## src/rtl/port_scheduler_4rad_pkg.sv

```systemverilog
// switch_pkg: shared types and constants for the 4-radix switch-node port
// scheduler.
//   PORTS        radix of the node (inputs == outputs == 4)
//   PTR_W        width of an input/output index and of the round-robin pointer
//   flit_type_e  header bits 17:16 of a flit
//   out_state_e  per-output lock FSM state
// No ports; imported by the interface, the arbiter and the top.
package switch_pkg;

  localparam int unsigned PORTS = 4;
  localparam int unsigned PTR_W = 2;

  typedef enum logic [1:0] {
    FLIT_BODY   = 2'b00,
    FLIT_TAIL   = 2'b01,
    FLIT_HEAD   = 2'b10,
    FLIT_SINGLE = 2'b11
  } flit_type_e;

  typedef enum logic {
    OUT_IDLE   = 1'b0,
    OUT_LOCKED = 1'b1
  } out_state_e;

  // Flit opens a packet and may therefore request an output.
  function automatic logic is_head(input logic [1:0] t);
    return (t == FLIT_HEAD) || (t == FLIT_SINGLE);
  endfunction

  // Flit closes a packet; its transfer releases the output lock.
  function automatic logic is_last(input logic [1:0] t);
    return (t == FLIT_TAIL) || (t == FLIT_SINGLE);
  endfunction

  // Index of the set bit of a one-hot vector (0 when empty).
  function automatic logic [PTR_W-1:0] onehot_idx(input logic [PORTS-1:0] oh);
    logic [PTR_W-1:0] r;
    r = '0;
    for (int unsigned i = 0; i < PORTS; i++) begin
      if (oh[i]) r = PTR_W'(i);
    end
    return r;
  endfunction

endpackage

```

## src/rtl/port_scheduler_4rad_if.sv

```systemverilog
// port_scheduler_4rad_if: flit handshake and mux-select bundle of the
// scheduler.
//   in_valid/in_type/in_route  per-input flit presentation
//   in_ready                   per-input accept (valid & ready = transfer)
//   out_ready                  per-output downstream ready
//   out_valid                  per-output flit present
//   sel                        per-output one-hot source input, zero when idle
//   timeout_err                per-output forced-release pulse
// Modport master = traffic side (sources/sinks), slave = scheduler.
interface port_scheduler_4rad_if;
  import switch_pkg::*;

  logic [PORTS-1:0]            in_valid;
  logic [PORTS-1:0][1:0]       in_type;
  logic [PORTS-1:0][PTR_W-1:0] in_route;
  logic [PORTS-1:0]            in_ready;
  logic [PORTS-1:0]            out_ready;
  logic [PORTS-1:0]            out_valid;
  logic [PORTS-1:0][PORTS-1:0] sel;
  logic [PORTS-1:0]            timeout_err;

  modport master (
    output in_valid, in_type, in_route, out_ready,
    input  in_ready, out_valid, sel, timeout_err
  );

  modport slave (
    input  in_valid, in_type, in_route, out_ready,
    output in_ready, out_valid, sel, timeout_err
  );

endinterface

```

## src/rtl/port_scheduler_4rad_rr_arbiter.sv

```systemverilog
// rr_arbiter_4: combinational round-robin arbiter, one per output.
//   req    4-bit request vector (bit i = input i)
//   ptr    2-bit priority pointer; search order ptr, ptr+1, ... mod 4
//   grant  one-hot winner, zero when no request
module rr_arbiter_4
  import switch_pkg::*;
(
  input  logic [PORTS-1:0] req,
  input  logic [PTR_W-1:0] ptr,
  output logic [PORTS-1:0] grant
);

  logic             found;
  logic [PTR_W-1:0] idx;

  always_comb begin
    grant = '0;
    found = 1'b0;
    idx   = '0;
    for (int unsigned k = 0; k < PORTS; k++) begin
      // 2-bit addition wraps naturally modulo the radix.
      idx = ptr + PTR_W'(k);
      if (!found && req[idx]) begin
        grant[idx] = 1'b1;
        found      = 1'b1;
      end
    end
  end

endmodule

```

## src/rtl/port_scheduler_4rad.sv

```systemverilog
// port_scheduler_4rad: wormhole output scheduler for a 4x4 switch node.
// Each output runs an IDLE/LOCKED FSM; in IDLE it arbitrates round-robin
// among inputs presenting a HEAD/SINGLE flit routed to it that own no other
// output, and the grant is registered. While LOCKED the owner's flits pass
// with in_ready = out_ready; transfer of a TAIL/SINGLE releases the lock.
//   clk, rst_n   clock, asynchronous active-low reset
//   bus          port_scheduler_4rad_if.slave (flit handshake, sel, timeout)
// Parameter TIMEOUT_CYCLES: stall limit of the lock watchdog.
// Build option SWITCH_SCHED_TIMEOUT_EN: when defined, a per-output counter
// of consecutive stalled LOCKED cycles forces release at TIMEOUT_CYCLES and
// pulses timeout_err; otherwise locks hold indefinitely and timeout_err = 0.
module port_scheduler_4rad
  import switch_pkg::*;
#(
  parameter int unsigned TIMEOUT_CYCLES = 64
) (
  input  logic                  clk,
  input  logic                  rst_n,
  port_scheduler_4rad_if.slave  bus
);

  out_state_e                  state_q [PORTS];
  out_state_e                  state_d [PORTS];
  logic [PORTS-1:0][PORTS-1:0] sel_q, sel_d;
  logic [PORTS-1:0][PTR_W-1:0] ptr_q, ptr_d;
  logic [PORTS-1:0]            tout_q, tout_d;

  logic [PORTS-1:0][PORTS-1:0] req, grant;
  logic [PORTS-1:0]            owned, locked, xfer, owner_last, stall_hit;
  logic [PORTS-1:0]            out_valid_c, in_ready_c;

  // An input owns an output exactly when some registered sel bit names it.
  always_comb begin
    owned = '0;
    for (int unsigned o = 0; o < PORTS; o++) begin
      for (int unsigned i = 0; i < PORTS; i++) begin
        owned[i] = owned[i] | sel_q[o][i];
      end
    end
  end

  always_comb begin
    req = '0;
    for (int unsigned o = 0; o < PORTS; o++) begin
      for (int unsigned i = 0; i < PORTS; i++) begin
        req[o][i] = bus.in_valid[i] & is_head(bus.in_type[i]) &
                    (bus.in_route[i] == PTR_W'(o)) & ~owned[i];
      end
    end
  end

  for (genvar o = 0; o < PORTS; o++) begin : g_arb
    rr_arbiter_4 u_arb (
      .req   (req[o]),
      .ptr   (ptr_q[o]),
      .grant (grant[o])
    );
  end

  always_comb begin
    locked     = '0;
    xfer       = '0;
    owner_last = '0;
    for (int unsigned o = 0; o < PORTS; o++) begin
      locked[o] = (state_q[o] == OUT_LOCKED);
      xfer[o]   = locked[o] & (|(sel_q[o] & bus.in_valid)) & bus.out_ready[o];
      for (int unsigned i = 0; i < PORTS; i++) begin
        owner_last[o] = owner_last[o] | (sel_q[o][i] & is_last(bus.in_type[i]));
      end
    end
  end

`ifdef SWITCH_SCHED_TIMEOUT_EN
  localparam int unsigned CNT_W = $clog2(TIMEOUT_CYCLES + 1);

  logic [PORTS-1:0][CNT_W-1:0] cnt_q;

  // Counter holds the number of stalled LOCKED cycles already seen; the
  // stall that would make it TIMEOUT_CYCLES releases the lock instead.
  always_comb begin
    stall_hit = '0;
    for (int unsigned o = 0; o < PORTS; o++) begin
      stall_hit[o] = locked[o] & ~xfer[o] &
                     (cnt_q[o] == CNT_W'(TIMEOUT_CYCLES - 1));
    end
  end

  always_ff @(posedge clk or negedge rst_n) begin
    if (!rst_n) begin
      cnt_q <= '0;
    end else begin
      for (int unsigned o = 0; o < PORTS; o++) begin
        if (!locked[o] || xfer[o] || stall_hit[o]) begin
          cnt_q[o] <= '0;
        end else begin
          cnt_q[o] <= cnt_q[o] + 1'b1;
        end
      end
    end
  end
`else
  logic [31:0] unused_timeout_cycles;
  assign unused_timeout_cycles = TIMEOUT_CYCLES;

  always_comb begin
    stall_hit = '0;
  end
`endif

  always_comb begin
    state_d = state_q;
    sel_d   = sel_q;
    ptr_d   = ptr_q;
    tout_d  = '0;
    for (int unsigned o = 0; o < PORTS; o++) begin
      case (state_q[o])
        OUT_IDLE: begin
          if (|grant[o]) begin
            state_d[o] = OUT_LOCKED;
            sel_d[o]   = grant[o];
            ptr_d[o]   = onehot_idx(grant[o]) + 1'b1;
          end
        end
        OUT_LOCKED: begin
          if (xfer[o] && owner_last[o]) begin
            state_d[o] = OUT_IDLE;
            sel_d[o]   = '0;
          end else if (stall_hit[o]) begin
            state_d[o] = OUT_IDLE;
            sel_d[o]   = '0;
            tout_d[o]  = 1'b1;
          end
        end
        default: begin
          state_d[o] = OUT_IDLE;
          sel_d[o]   = '0;
        end
      endcase
    end
  end

  always_ff @(posedge clk or negedge rst_n) begin
    if (!rst_n) begin
      for (int unsigned o = 0; o < PORTS; o++) begin
        state_q[o] <= OUT_IDLE;
      end
      sel_q  <= '0;
      ptr_q  <= '0;
      tout_q <= '0;
    end else begin
      for (int unsigned o = 0; o < PORTS; o++) begin
        state_q[o] <= state_d[o];
      end
      sel_q  <= sel_d;
      ptr_q  <= ptr_d;
      tout_q <= tout_d;
    end
  end

  always_comb begin
    out_valid_c = '0;
    in_ready_c  = '0;
    for (int unsigned o = 0; o < PORTS; o++) begin
      out_valid_c[o] = locked[o] & (|(sel_q[o] & bus.in_valid));
      for (int unsigned i = 0; i < PORTS; i++) begin
        if (sel_q[o][i]) in_ready_c[i] = bus.out_ready[o];
      end
    end
  end

  assign bus.in_ready    = in_ready_c;
  assign bus.out_valid   = out_valid_c;
  assign bus.sel         = sel_q;
  assign bus.timeout_err = tout_q;

endmodule

```

## src/flat_wrapper.sv

```systemverilog
// flat-port wrapper written by rule: the top's interface ports become plain ports
module port_scheduler_4rad_flat import switch_pkg::*;
#(
  parameter int unsigned TIMEOUT_CYCLES = 64
)
  (clk, rst_n, bus_in_valid, bus_in_type, bus_in_route, bus_out_ready, bus_in_ready, bus_out_valid, bus_sel, bus_timeout_err);
  port_scheduler_4rad_if bus_i ();
  input  logic clk;
  input  logic rst_n;
  input wire logic [$bits(bus_i.in_valid)-1:0] bus_in_valid;
  input wire logic [$bits(bus_i.in_type)-1:0] bus_in_type;
  input wire logic [$bits(bus_i.in_route)-1:0] bus_in_route;
  input wire logic [$bits(bus_i.out_ready)-1:0] bus_out_ready;
  output wire logic [$bits(bus_i.in_ready)-1:0] bus_in_ready;
  output wire logic [$bits(bus_i.out_valid)-1:0] bus_out_valid;
  output wire logic [$bits(bus_i.sel)-1:0] bus_sel;
  output wire logic [$bits(bus_i.timeout_err)-1:0] bus_timeout_err;
  assign bus_i.in_valid = bus_in_valid;
  assign bus_i.in_type = bus_in_type;
  assign bus_i.in_route = bus_in_route;
  assign bus_i.out_ready = bus_out_ready;
  assign bus_in_ready = bus_i.in_ready;
  assign bus_out_valid = bus_i.out_valid;
  assign bus_sel = bus_i.sel;
  assign bus_timeout_err = bus_i.timeout_err;
  port_scheduler_4rad #(.TIMEOUT_CYCLES(TIMEOUT_CYCLES)) u_core (.clk(clk), .rst_n(rst_n), .bus(bus_i));
endmodule
```

## config.mk

```make
export PLATFORM = sky130hd
export DESIGN_NAME = port_scheduler_4rad_flat
export DESIGN_NICKNAME = d
export VERILOG_FILES = /design/src/rtl/port_scheduler_4rad_pkg.sv /design/src/rtl/port_scheduler_4rad_if.sv /design/src/rtl/port_scheduler_4rad_rr_arbiter.sv /design/src/rtl/port_scheduler_4rad.sv /design/src/flat_wrapper.sv
export SDC_FILE = /design/constraint.sdc
export NUM_CORES = 1
export LEC_CHECK = 0
export ABC_CLOCK_PERIOD_IN_PS = 6150
export CELL_PAD_IN_SITES_DETAIL_PLACEMENT = 0
export CELL_PAD_IN_SITES_GLOBAL_PLACEMENT = 1
export CORE_MARGIN = 3
export CORE_UTILIZATION = 45
export CTS_BUF_LIST = sky130_fd_sc_hd__clkbuf_8
export DETAILED_ROUTE_END_ITERATION = 7
export HOLD_SLACK_MARGIN = 0.03
export PLACE_DENSITY = 0.95
export SYNTH_ARGS = -nofsm -noshare
export SYNTH_HDL_FRONTEND = slang
export SYNTH_SLANG_ARGS = --single-unit
```

## constraint.sdc

```tcl
create_clock -name clk -period 6.15 [get_ports clk]
set_input_delay 0.9225 -clock clk [delete_from_list [all_inputs] [get_ports clk]]
set_output_delay 0.9225 -clock clk [all_outputs]
set_load 0.1 [all_outputs]
```

==> results.md, run 1 <==
* Status: finished clean
* Endpoint of the worst register-to-register path: u_core.ptr_q[6]
* Final setup violation count at 0
* Least-Margin Pin Slew at around 1000 ps
* Class of the most critical hold timing path: register to register
* Clock period minus final worst setup slack at about 4300 ps
* Relative slew slack at 0.341
* Fin Setup TNS at 0 ps
* Antenna-violating nets left at 0
* Top-level port count at 54
* CTS buffer count at 3
* Growth of design area from synthesis to finish at 17.2%
* Global-route wire length before repair at between 15000 and 20000 um
* Total of hold buffers inserted after clock tree synthesis at 0
* Number of placed cells counting well taps at 560
* Proportion of layout cells with a drive suffix above 1 at 0.0797
* Die boundary width at between 90 and 100 um
* Synth warnings at 0
* Sinks on the clock net at 28
* RSZ-0062 raised after global routing: no
* Sequential area share after synthesis at 0.199
* Hold Fails Final Rpt at 0
* Number of diodes added for antenna fixing at 0
* Startpoint of the most critical hold path: u_core.locked[3]
* Sequential fraction of design power at 0.224
* Crit-path max FO at 5
* Upper clock frequency limit at roughly 0.23 GHz
* Number of global-route vias before repair at ~3300
* Average via count per standard cell at 6.67
* Areal power density over the cells at between 500 and 600 nW/um^2
* Distinct cells, synth at 68
* Average detailed-routed wire length per instance at about 18 um
* GPL Wtd Cong at 0.955
* First-pass detailed-route iteration total at 5
* Fillers at between 600 and 700
* Sequential standard cell area at 701 sq um
* Worst setup EP type: output port
* FFs w/ async S/R, synth at 1.00
* Final worst clock skew at between 3 and 4 ps
* Synth Instances at 423
* Half-perimeter wire length after detailed placement at about 7600 um
* Clock latency on the worst-skew pair at about 280 ps
* Flop2flop setup slack at 2890 ps
* Remaining routing DRC violations at 0
* Clock buffer depth at 2
* Number of nets in the finished design at about 520
* Area used by multi-input combinational logic at around 2700 sq um
* Number of levels in the clock H-tree at 1
* Logic pwr share at 0.726
* Summed instance area of the synthesized netlist at 3510 sq um
* Launch point of the critical path: bus_out_ready[0]
* Total vias in the final route at around 3800
* Gates resized, CTS repair at 0
* Startpoint of the worst register-to-register path: u_core.ptr_q[6]
* Initial antenna violation count at 0
* Die ar. at between 8000 and 9000 sq um
* Final cell count without fillers at roughly 560
* Remaining global-route overflow at 0
* Maximum number of pins on one net before global-route repair at 29
* Total of flip-flops plus latches after synthesis at 28
* Net switching component of the power at roughly 0.0013 W
* Most frequently used flop master after synthesis: sky130_fd_sc_hd__dfrtp_1
* Switching part of the total at 0.630
* Effective utilization at floorplan at 0.474
* Cells on worst reg2reg path at 8
* Final clock period utilization by the worst path at 0.693
* Vertical die dimension at ~94 um
* Post-CTS repair timing setup buffer count at 0
* Maximum vdd ir drop at a little under 0.0005 V
* Core Area at 7410 sq um
* Average cell area after synthesis at 8.31 sq um
* Number of enable-type register cells in the synthesized netlist at 0
* Internal Dissipation at approximately 0.00077 W
* Pins Over Slew Limit at 0
* Critical path class: input pin to output port
* Crit path DAT at around 3300 ps
* Total global-route track usage at 0.228
* Part of the total power dissipated in the clock network at 0.049
* Overall routed net length at about 10000 um
* Number of cell rows at 31
* Most frequent cells in the layout: 49 x sky130_fd_sc_hd__clkdlybuf4s50_1, 47 x sky130_fd_sc_hd__nand2_1, 35 x sky130_fd_sc_hd__nor2_1
* Critical Path Source Type: input pin
* End point of the critical path: bus_in_ready[0]
* TritonCTS clock tree: yes
* 1st-iter DRT viols at 286
* Number of maximum-capacitance violations at 0
* Clock Tree Root: sky130_fd_sc_hd__clkbuf_8
* Port bufs at 49
* Data required time at the worst endpoint at about 5200 ps
* Clock input transition at the sequential cells of the worst setup and hold paths at 90 ps
* Leakage power of the design at about 1.6 nW
* Commonest non-fill, non-tap cell in the layout: sky130_fd_sc_hd__clkdlybuf4s50_1
cell usage after synthesis (3+ instances only):
| library cell | count | area [sq um] |
|---|---|---|
| sky130_fd_sc_hd__and2_1 | 5 | 31.3 |
| sky130_fd_sc_hd__clkbuf_1 | 9 | 33.8 |
| sky130_fd_sc_hd__nor2b_1 | 6 | 37.5 |
| sky130_fd_sc_hd__a211o_1 | 5 | 43.8 |
| sky130_fd_sc_hd__buf_4 | 4 | 30.0 |
| sky130_fd_sc_hd__o22ai_1 | 12 | 75.1 |
| sky130_fd_sc_hd__a31oi_1 | 4 | 25.0 |
| sky130_fd_sc_hd__nand3_1 | 12 | 60.1 |
| sky130_fd_sc_hd__and3_1 | 5 | 31.3 |
| sky130_fd_sc_hd__a22o_1 | 10 | 87.6 |
| sky130_fd_sc_hd__or4_1 | 5 | 37.5 |
| sky130_fd_sc_hd__nand4bb_1 | 5 | 56.3 |
| sky130_fd_sc_hd__o21a_1 | 6 | 45.0 |
| sky130_fd_sc_hd__nand2_1 | 47 | 176 |
| sky130_fd_sc_hd__a221oi_1 | 5 | 43.8 |
| sky130_fd_sc_hd__nand4_1 | 11 | 68.8 |
| sky130_fd_sc_hd__o21ai_0 | 21 | 105 |
| sky130_fd_sc_hd__a221o_1 | 3 | 30.0 |
| sky130_fd_sc_hd__and4_1 | 5 | 43.8 |
| sky130_fd_sc_hd__o2bb2ai_1 | 3 | 26.3 |
| sky130_fd_sc_hd__a21oi_1 | 24 | 120 |
| sky130_fd_sc_hd__ha_1 | 30 | 375 |
| sky130_fd_sc_hd__a222oi_1 | 3 | 30.0 |
| sky130_fd_sc_hd__mux4_2 | 9 | 203 |
| sky130_fd_sc_hd__dfrtp_1 | 28 | 701 |
| sky130_fd_sc_hd__nor4_2 | 3 | 37.5 |
| sky130_fd_sc_hd__nor3_1 | 7 | 35.0 |
| sky130_fd_sc_hd__a22oi_1 | 18 | 135 |
| sky130_fd_sc_hd__nor4_1 | 6 | 37.5 |
| sky130_fd_sc_hd__mux2_2 | 4 | 45.0 |
| sky130_fd_sc_hd__nand4b_1 | 3 | 26.3 |
| sky130_fd_sc_hd__nor2_1 | 35 | 131 |
| sky130_fd_sc_hd__inv_1 | 15 | 56.3 |
| sky130_fd_sc_hd__or2_2 | 5 | 31.3 |
| sky130_fd_sc_hd__o22a_1 | 3 | 26.3 |
| sky130_fd_sc_hd__o211ai_1 | 4 | 30.0 |
| sky130_fd_sc_hd__o2111ai_1 | 3 | 26.3 |
worst min-delay path by stage:
stage / slack [ps] / end / depth (start not counted)
finish: 550 / u_core.bus.sel[13] / 1
global route: 570 / u_core.bus.sel[12] / 1
CTS: 550 / u_core.bus.sel[13] / 1
detailed placement: 530 / u_core.bus.sel[15] / 1
global placement: 530 / u_core.bus.sel[12] / 1
floorplan: 510 / u_core.bus.sel[12] / 1
worst max-delay path: stages:
cell,delay [ps]
sky130_fd_sc_hd__clkdlybuf4s50_1,560
sky130_fd_sc_hd__nand2_1,70
sky130_fd_sc_hd__nor2_1,90
sky130_fd_sc_hd__a21oi_1,50
sky130_fd_sc_hd__nor2_1,120
sky130_fd_sc_hd__a21oi_1,50
sky130_fd_sc_hd__o21ai_0,280
sky130_fd_sc_hd__clkdlybuf4s50_1,1190
layer usage:
metal	wire length [um]	GRT usage	vias to the layer above
li1	-	-	1746
met1	4400	0.330	1805
met2	4860	0.371	189
met3	793	0.0295	13
met4	111	0.0349	0
met5	0	0	-
registers in the layout (all words and copies together), names as in the netlist:
name	cells
u_core.ptr_q	8
u_core.locked	4
u_core.bus.sel	16
through the flow:
stage	hold slack (ps)	setup WS (ps)	util	total power (W)	cell area, sq um
floorplan	508	1550	-	0.00160	3530
global placement	530	1920	0.550	0.00194	4080
detailed placement	530	1910	0.550	0.00195	4080
CTS	545	1900	0.556	0.00206	4120
global route	570	1760	0.556	0.00221	4120
finish	548	1890	0.556	0.00207	4120
cell families after synthesis:
group,Yosys count,share of synthesized area
buf+inv,31,0.0374
simple gates,183,0.306
fa+ha+maj,30,0.107
other cells,1,0.00107
mux,14,0.0733
flops,28,0.199
compound gates,136,0.276
power groups by stage:
stage / logic, W / clock network (W) / registers (W)
final: 0.00150 / 0.000102 / 0.000464
after global routing: 0.00161 / 0.000114 / 0.000484
after CTS: 0.00149 / 0.000106 / 0.000457
after detailed placement: 0.00149 / 0 / 0.000460
after global placement: 0.00148 / 0 / 0.000461
after floorplan: 0.000913 / 0 / 0.000687
area by class of cell:
type	count	share of cell area
well taps	99	0.0301
clock buffers	3	0.0100
multi-input cells	367	0.654
inverters	16	0.0146
flip-flops and latches	28	0.170
repair buffers	50	0.121
No activity file was read; power rests on OpenSTA's default activity.
==> inputs of run 2 (changes only) <==
--- a/config.mk
+++ b/config.mk
@@ -5,15 +5,15 @@
 export SDC_FILE = /design/constraint.sdc
 export NUM_CORES = 1
 export LEC_CHECK = 0
-export ABC_CLOCK_PERIOD_IN_PS = 6150
+export ABC_CLOCK_PERIOD_IN_PS = 3800
 export CELL_PAD_IN_SITES_DETAIL_PLACEMENT = 0
 export CELL_PAD_IN_SITES_GLOBAL_PLACEMENT = 1
 export CORE_MARGIN = 3
-export CORE_UTILIZATION = 45
+export CORE_UTILIZATION = 38
 export CTS_BUF_LIST = sky130_fd_sc_hd__clkbuf_8
 export DETAILED_ROUTE_END_ITERATION = 7
 export HOLD_SLACK_MARGIN = 0.03
-export PLACE_DENSITY = 0.95
+export PLACE_DENSITY = 0.88
 export SYNTH_ARGS = -nofsm -noshare
 export SYNTH_HDL_FRONTEND = slang
 export SYNTH_SLANG_ARGS = --single-unit
==> constraint.sdc (replaced) <==
create_clock -name clk -period 3.8 [get_ports clk]
set_input_delay 0.57 -clock clk [delete_from_list [all_inputs] [get_ports clk]]
set_output_delay 0.57 -clock clk [all_outputs]
set_load 0.1 [all_outputs]
==> results.md, run 2 (synthesis results as in run 1) <==
* Clock period minus final worst setup slack at 3320 ps
* Die ar. at 10400 sq um
* Clock input transition at the sequential cells of the worst setup and hold paths at roughly 90 ps
* Total of hold buffers inserted after clock tree synthesis at 0
* Leakage power of the design at around 1.7 nW
* Proportion of layout cells with a drive suffix above 1 at 0.118
* Final clock period utilization by the worst path at 0.875
* Die boundary width at roughly 100 um
* Total global-route track usage at 0.206
* Most frequent cells in the layout: 47 x sky130_fd_sc_hd__nand2_1, 41 x sky130_fd_sc_hd__clkdlybuf4s50_1, 35 x sky130_fd_sc_hd__nor2_1
* Clock buffer depth at 2
* Crit path DAT at about 3500 ps
* Cells on worst reg2reg path at 7
* Remaining global-route overflow at 0
* Vertical die dimension at between 100 and 150 um
* Hold Fails Final Rpt at 0
* Effective utilization at floorplan at 0.397
* CTS buffer count at 3
* Logic pwr share at 0.730
* Relative slew slack at 0.342
* Post-CTS repair timing setup buffer count at 0
* Worst-case hold path end point: u_core.bus.sel[13]
* Gates resized, CTS repair at 0
* Flop2flop setup slack at 660 ps
* Most common cell on crit path: sky130_fd_sc_hd__a31oi_1
* Hold depth at 1
* Max incr delay on CP at 510 ps
* Net switching component of the power at around 0.0021 W
* Sequential fraction of design power at 0.222
* Number of cell rows at 34
* Fin Setup TNS at 0 ps
* Clock latency on the worst-skew pair at ~270 ps
* Endpoint of the worst register-to-register path: u_core.bus.sel[4]
* Clock Tree Root: sky130_fd_sc_hd__clkbuf_8
* Sinks on the clock net at 28
* Fillers at about 880
* Critical path buffers and inverters at 1
* Startpoint of the most critical hold path: u_core.locked[3]
* Half-perimeter wire length after detailed placement at about 8300 um
* Internal Dissipation at between 0.001 and 0.0015 W
* Maximum number of pins on one net before global-route repair at 29
* Number of flip-flops under the largest register name at 16
* 1st-iter DRT viols at between 200 and 300
* Port bufs at just under 50
* Average via count per standard cell at 6.35
* Class of the most critical hold timing path: register to register
* Upper clock frequency limit at around 0.30 GHz
* Remaining routing DRC violations at 0
* Total vias in the final route at 3704
* Minimum setup slack in the final design at 475 ps
* Final cell count without fillers at a little under 600
* Pins Over Slew Limit at 0
* Critical Path Source Type: input pin
* Part of the total power dissipated in the clock network at 0.048
* Growth of design area from synthesis to finish at 19.3%
* Commonest non-fill, non-tap cell in the layout: sky130_fd_sc_hd__nand2_1
* GPL Wtd Cong at approximately 0.9
* Least-Margin Pin Slew at slightly below 1000 ps
* Average detailed-routed wire length per instance at about 18 um
* Final worst clock skew at between 2 and 2.5 ps
* Series of cell instances along the critical path: clkdlybuf4s50_1 > nor4b_4 > nand4b_1 > or4_1 > a31oi_1 > a21oi_1 > a31oi_1 > o22ai_1
* Worst slack, placed at ~240 ps
* Maximum vdd ir drop at just over 0.0005 V
* Number of global-route vias before repair at ~3500
* Number of maximum-capacitance violations at 0
* Core Area at approximately 9000 sq um
* Critical path class: input pin to register
* Number of placed cells counting well taps at 580
* Number of levels in the clock H-tree at 1
* Crit-path max FO at 9
* Global-route wire length before repair at about 17000 um
* First-pass detailed-route iteration total at 6
* Antenna-violating nets left at 0
* Number of nets in the finished design at about 530
* Launch point of the critical path: bus_in_valid[3]
* Worst setup EP type: register
* Number of diodes added for antenna fixing at 0
* CP max-delay cell: sky130_fd_sc_hd__or4_1
* Gate family responsible for the most delay along the worst path: simple AND/OR/NAND/NOR gates
* TritonCTS clock tree: yes
* Data required time at the worst endpoint at about 3900 ps
* RSZ-0062 raised after global routing: no
* Final setup violation count at 0
* Top-level port count at 54
* Initial antenna violation count at 0
* Switching part of the total at 0.632
* Startpoint of the worst register-to-register path: u_core.bus.sel[7]
* Status: finished clean
* Overall routed net length at 10600 um
* Core utilization of the finished layout at 0.474
* Areal power density over the cells at around 800 nW/um^2
[run 2: layout make-up]
class / count / area (sq um) / share of cell area
sequential: 28 / 701 / 0.167
inverter: 16 / 60.1 / 0.0143
timing repair buffer: 61 / 561 / 0.134
clock buffer: 3 / 41.3 / 0.00985
tap: 108 / 135 / 0.0322
multi-input combinational: 367 / 2690 / 0.643
[run 2: worst reg2reg max path, delay by kind of cell (launching register included)]
| family | cells | cell delay, ps |
|---|---|---|
| AND/OR/NAND/NOR | 3 | 1330 |
| flip-flops | 1 | 490 |
| AO/OA/AOI/OAI | 4 | 1190 |
[run 2: metal layers]
metal  global-route usage  routed length [um]  up-vias
met3               0.0280                 725        4
met1                0.288                4780     1797
li1                     -                   -     1761
met5                    0                   0        -
met4               0.0252                  48        0
met2                0.349                5080      142
[run 2: metrics by stage]
step	power [W]	cell area [sq um]	hold WS, ps
2_1_floorplan	0.00260	3530	274
3_3_place_gp	0.00317	4150	548
3_5_place_dp	0.00320	4150	549
4_1_cts	0.00337	4190	562
5_1_grt	0.00360	4190	586
6_report	0.00338	4190	559
[run 2: worst max path at each step]
stage                         end  slack [ps]  cells after the start
6_report        u_core.bus.sel[4]         480                      8
5_1_grt         u_core.bus.sel[2]         180                      9
4_1_cts        u_core.bus.sel[15]         530                      9
3_5_place_dp    u_core.bus.sel[2]         240                      9
3_3_place_gp      u_core.ptr_q[0]         240                      9
2_1_floorplan  u_core.bus.sel[10]          90                      7
[run 2: power groups by stage]
stage | registers [W] | clock network (W) | logic, W
2_1_floorplan | 0.00111 | 0 | 0.00148
3_3_place_gp | 0.000750 | 0 | 0.00242
3_5_place_dp | 0.000748 | 0 | 0.00245
4_1_cts | 0.000744 | 0.000167 | 0.00246
5_1_grt | 0.000788 | 0.000182 | 0.00263
6_report | 0.000751 | 0.000163 | 0.00246
==> RTL edit: new RTL, config.mk and constraints of run 2 <==
Add a define of `SWITCH_SCHED_TIMEOUT_EN`.
--- a/src/rtl/port_scheduler_4rad.sv
+++ b/src/rtl/port_scheduler_4rad.sv
@@ -9,6 +9,8 @@
 // Build option SWITCH_SCHED_TIMEOUT_EN: when defined, a per-output counter
 // of consecutive stalled LOCKED cycles forces release at TIMEOUT_CYCLES and
 // pulses timeout_err; otherwise locks hold indefinitely and timeout_err = 0.
+`define SWITCH_SCHED_TIMEOUT_EN
+
 module port_scheduler_4rad
   import switch_pkg::*;
 #(
Behaviour: no difference found for any inputs over 4 cycles, from zero or initial values and one cycle with rst_n low; that may be too few to reach the edited logic, so the function may still have changed.
==> RTL edit against run 2 <==
Register-to-register slack got worse by 0.11 ns; routed wire length rose by 39%; via count rose by 37%; sequential cell count is 32 higher; power rose by 33%; cell area increased by 51%; synthesized area increased by 48%; sequential power up 58%; worst setup slack got worse by 0.13 ns; critical path type unchanged; highest routed layer unchanged.
==> RTL edit: results (changes against run 2) <==
Parameter                              Value

Global route
  Maximum number of pins on one net before global-route repair    40 (+38%)
  Combined global-route utilization of all metal layers    20.1% (-0.49 points)
  Global-route wire length before repair    24200 um (+40%)
  Met3 Usage GRT    3.59% (+0.80 points)
  M1 GR Usage    26.3% (-2.5 points)
  Via count of the first global-routing pass    4906 (+42%)
  Met2 GRT Util    33.3% (-1.6 points)

Drt
  DR pass1 iterations    6 (unchanged)
  Via-per-instance ratio    5.94 (-6.6%)
  Met1 wire length    6390 um (+34%)
  Drt initial violations    450 (+79%)
  Wire length on met3    866 um (+19%)
  Number of vias after detailed routing    5088 (+37%)
  Final WL    14800 um (+39%)
  Met2 WL    7100 um (+40%)

STA
  Post-route clock skew    0.0103 ns (+0.00797 ns)
  Worst Max-Slew Pin Slew    0.979 ns (-0.00593 ns)

Logic synthesis
  Post-Synthesis Mean Instance Area    8.76 um^2 (+5.5%)
  Sequential share of the synthesized area    28.9% (+9.0 points)
  Total number of yosys warnings    0 (unchanged)
  Commonest cells in the synthesized netlist    sky130_fd_sc_hd__nand2_1 (68), sky130_fd_sc_hd__nor2_1 (62), sky130_fd_sc_hd__dfrtp_1 (60)
  Largest cells by area after synthesis    sky130_fd_sc_hd__dfrtp_1 (29%), sky130_fd_sc_hd__ha_1 (8.2%), sky130_fd_sc_hd__nand2_1 (4.9%)
  Library cells used by synthesis    74 (+8.8%)

Power and ir drop
  Maximum ir drop on the vdd rail    0.000514 V (+0.62%)
  Leak pwr    2.65 nW (+58%)

Clocking
  # H-tree levels    3 (+2)
  Number of buffers created by CTS    9 (+6)
  Insertion delay of the later-clocked pin in the worst-skew pair    0.35 ns (+0.08 ns)
  Register clock-pin slew on the reported worst setup and hold paths    0.07 ns (-0.02 ns)
  Post-cts sizing count    0 (unchanged)

Outcome
  Status    completed

Placement
  Number of buffer cells added on primary ports    53 (+8.2%)
  Cell area after placement    6130 um^2 (+48%)
  Dpl ws    0.0572 ns (-0.180 ns)
  Placed Cells    841 (+45%)
  Placer's final routability congestion estimate    0.998 (+12%)
  Detailed placement HPWL    11400 um (+37%)

Setup path
  Family with the most delay on the worst path    simple AND/OR/NAND/NOR gates
  Critical path data arrival time    3.69 ns (+0.22 ns)
  CP max stage cell    sky130_fd_sc_hd__or4b_1
  CP Max Fanout    6 (-3)
  Biggest cell delay along the critical path    0.60 ns (+0.09 ns)

Final layout
  Fill cell instance count of the final layout    1290 (+46%)
  Fraction of final layout cells with drive strength greater than 1    16.0% (+4.2 points)
  Max FFs per register    28 (+12)
  Final #Nets    736 (+38%)

Hold path
  Hold WC Path Type    in2async
-- RTL edit: cell types whose count changed after synthesis, sizes merged, moves of 6 or more --
cell / delta
a21boi: +7
a22oi: -10
dfrtp: +32
inv: +9
mux2i: +6
nand2: +21
nand3: +24
nor2: +27
nor3: +11
o2111ai: +7
xnor2: +9
xor2: +7
-- RTL edit: final cells by class --
class / instances / area (um^2) / share of cell area (%)
tap: 176 / 220 / 3.49
timing repair buffer: 87 / 761 / 12.1
clock buffer: 9 / 124 / 1.96
clock inverter: 7 / 60.1 / 0.951
inverter: 24 / 90.1 / 1.43
sequential: 60 / 1500 / 23.8
multi-input combinational: 494 / 3560 / 56.3
-- RTL edit: logic make-up after synthesis --
family,synth area share (%)
multiplexers,5.48
flip-flops,28.9
AO/OA/AOI/OAI,24.6
AND/OR/NAND/NOR,27.3
XOR/XNOR,2.70
buffers and inverters,2.80
adder cells (fa/ha/maj),8.20
-- RTL edit: final timing paths --
path	startpoint	slack, ns	cells after the start	end
max	bus_in_valid[2]	0.35	9	u_core.locked[1]
min	rst_n	0.34	1	u_core.cnt_q[23]
max reg2reg	u_core.bus.sel[13]	0.55	8	u_core.locked[1]
min reg2reg	u_core.cnt_q[14]	0.46	1	u_core.cnt_q[14]
max in group asynchronous	rst_n	2.63	2	u_core.bus.sel[6]
min in group clk	u_core.cnt_q[14]	0.46	1	u_core.cnt_q[14]
-- RTL edit: report_power, final --
group	leakage (nW)	internal, mW	switching, mW	total [mW]
Sequential	0.775	0.817	0.375	1.19
Combinational	1.77	0.854	1.90	2.75
Clock	0.101	0.294	0.259	0.553
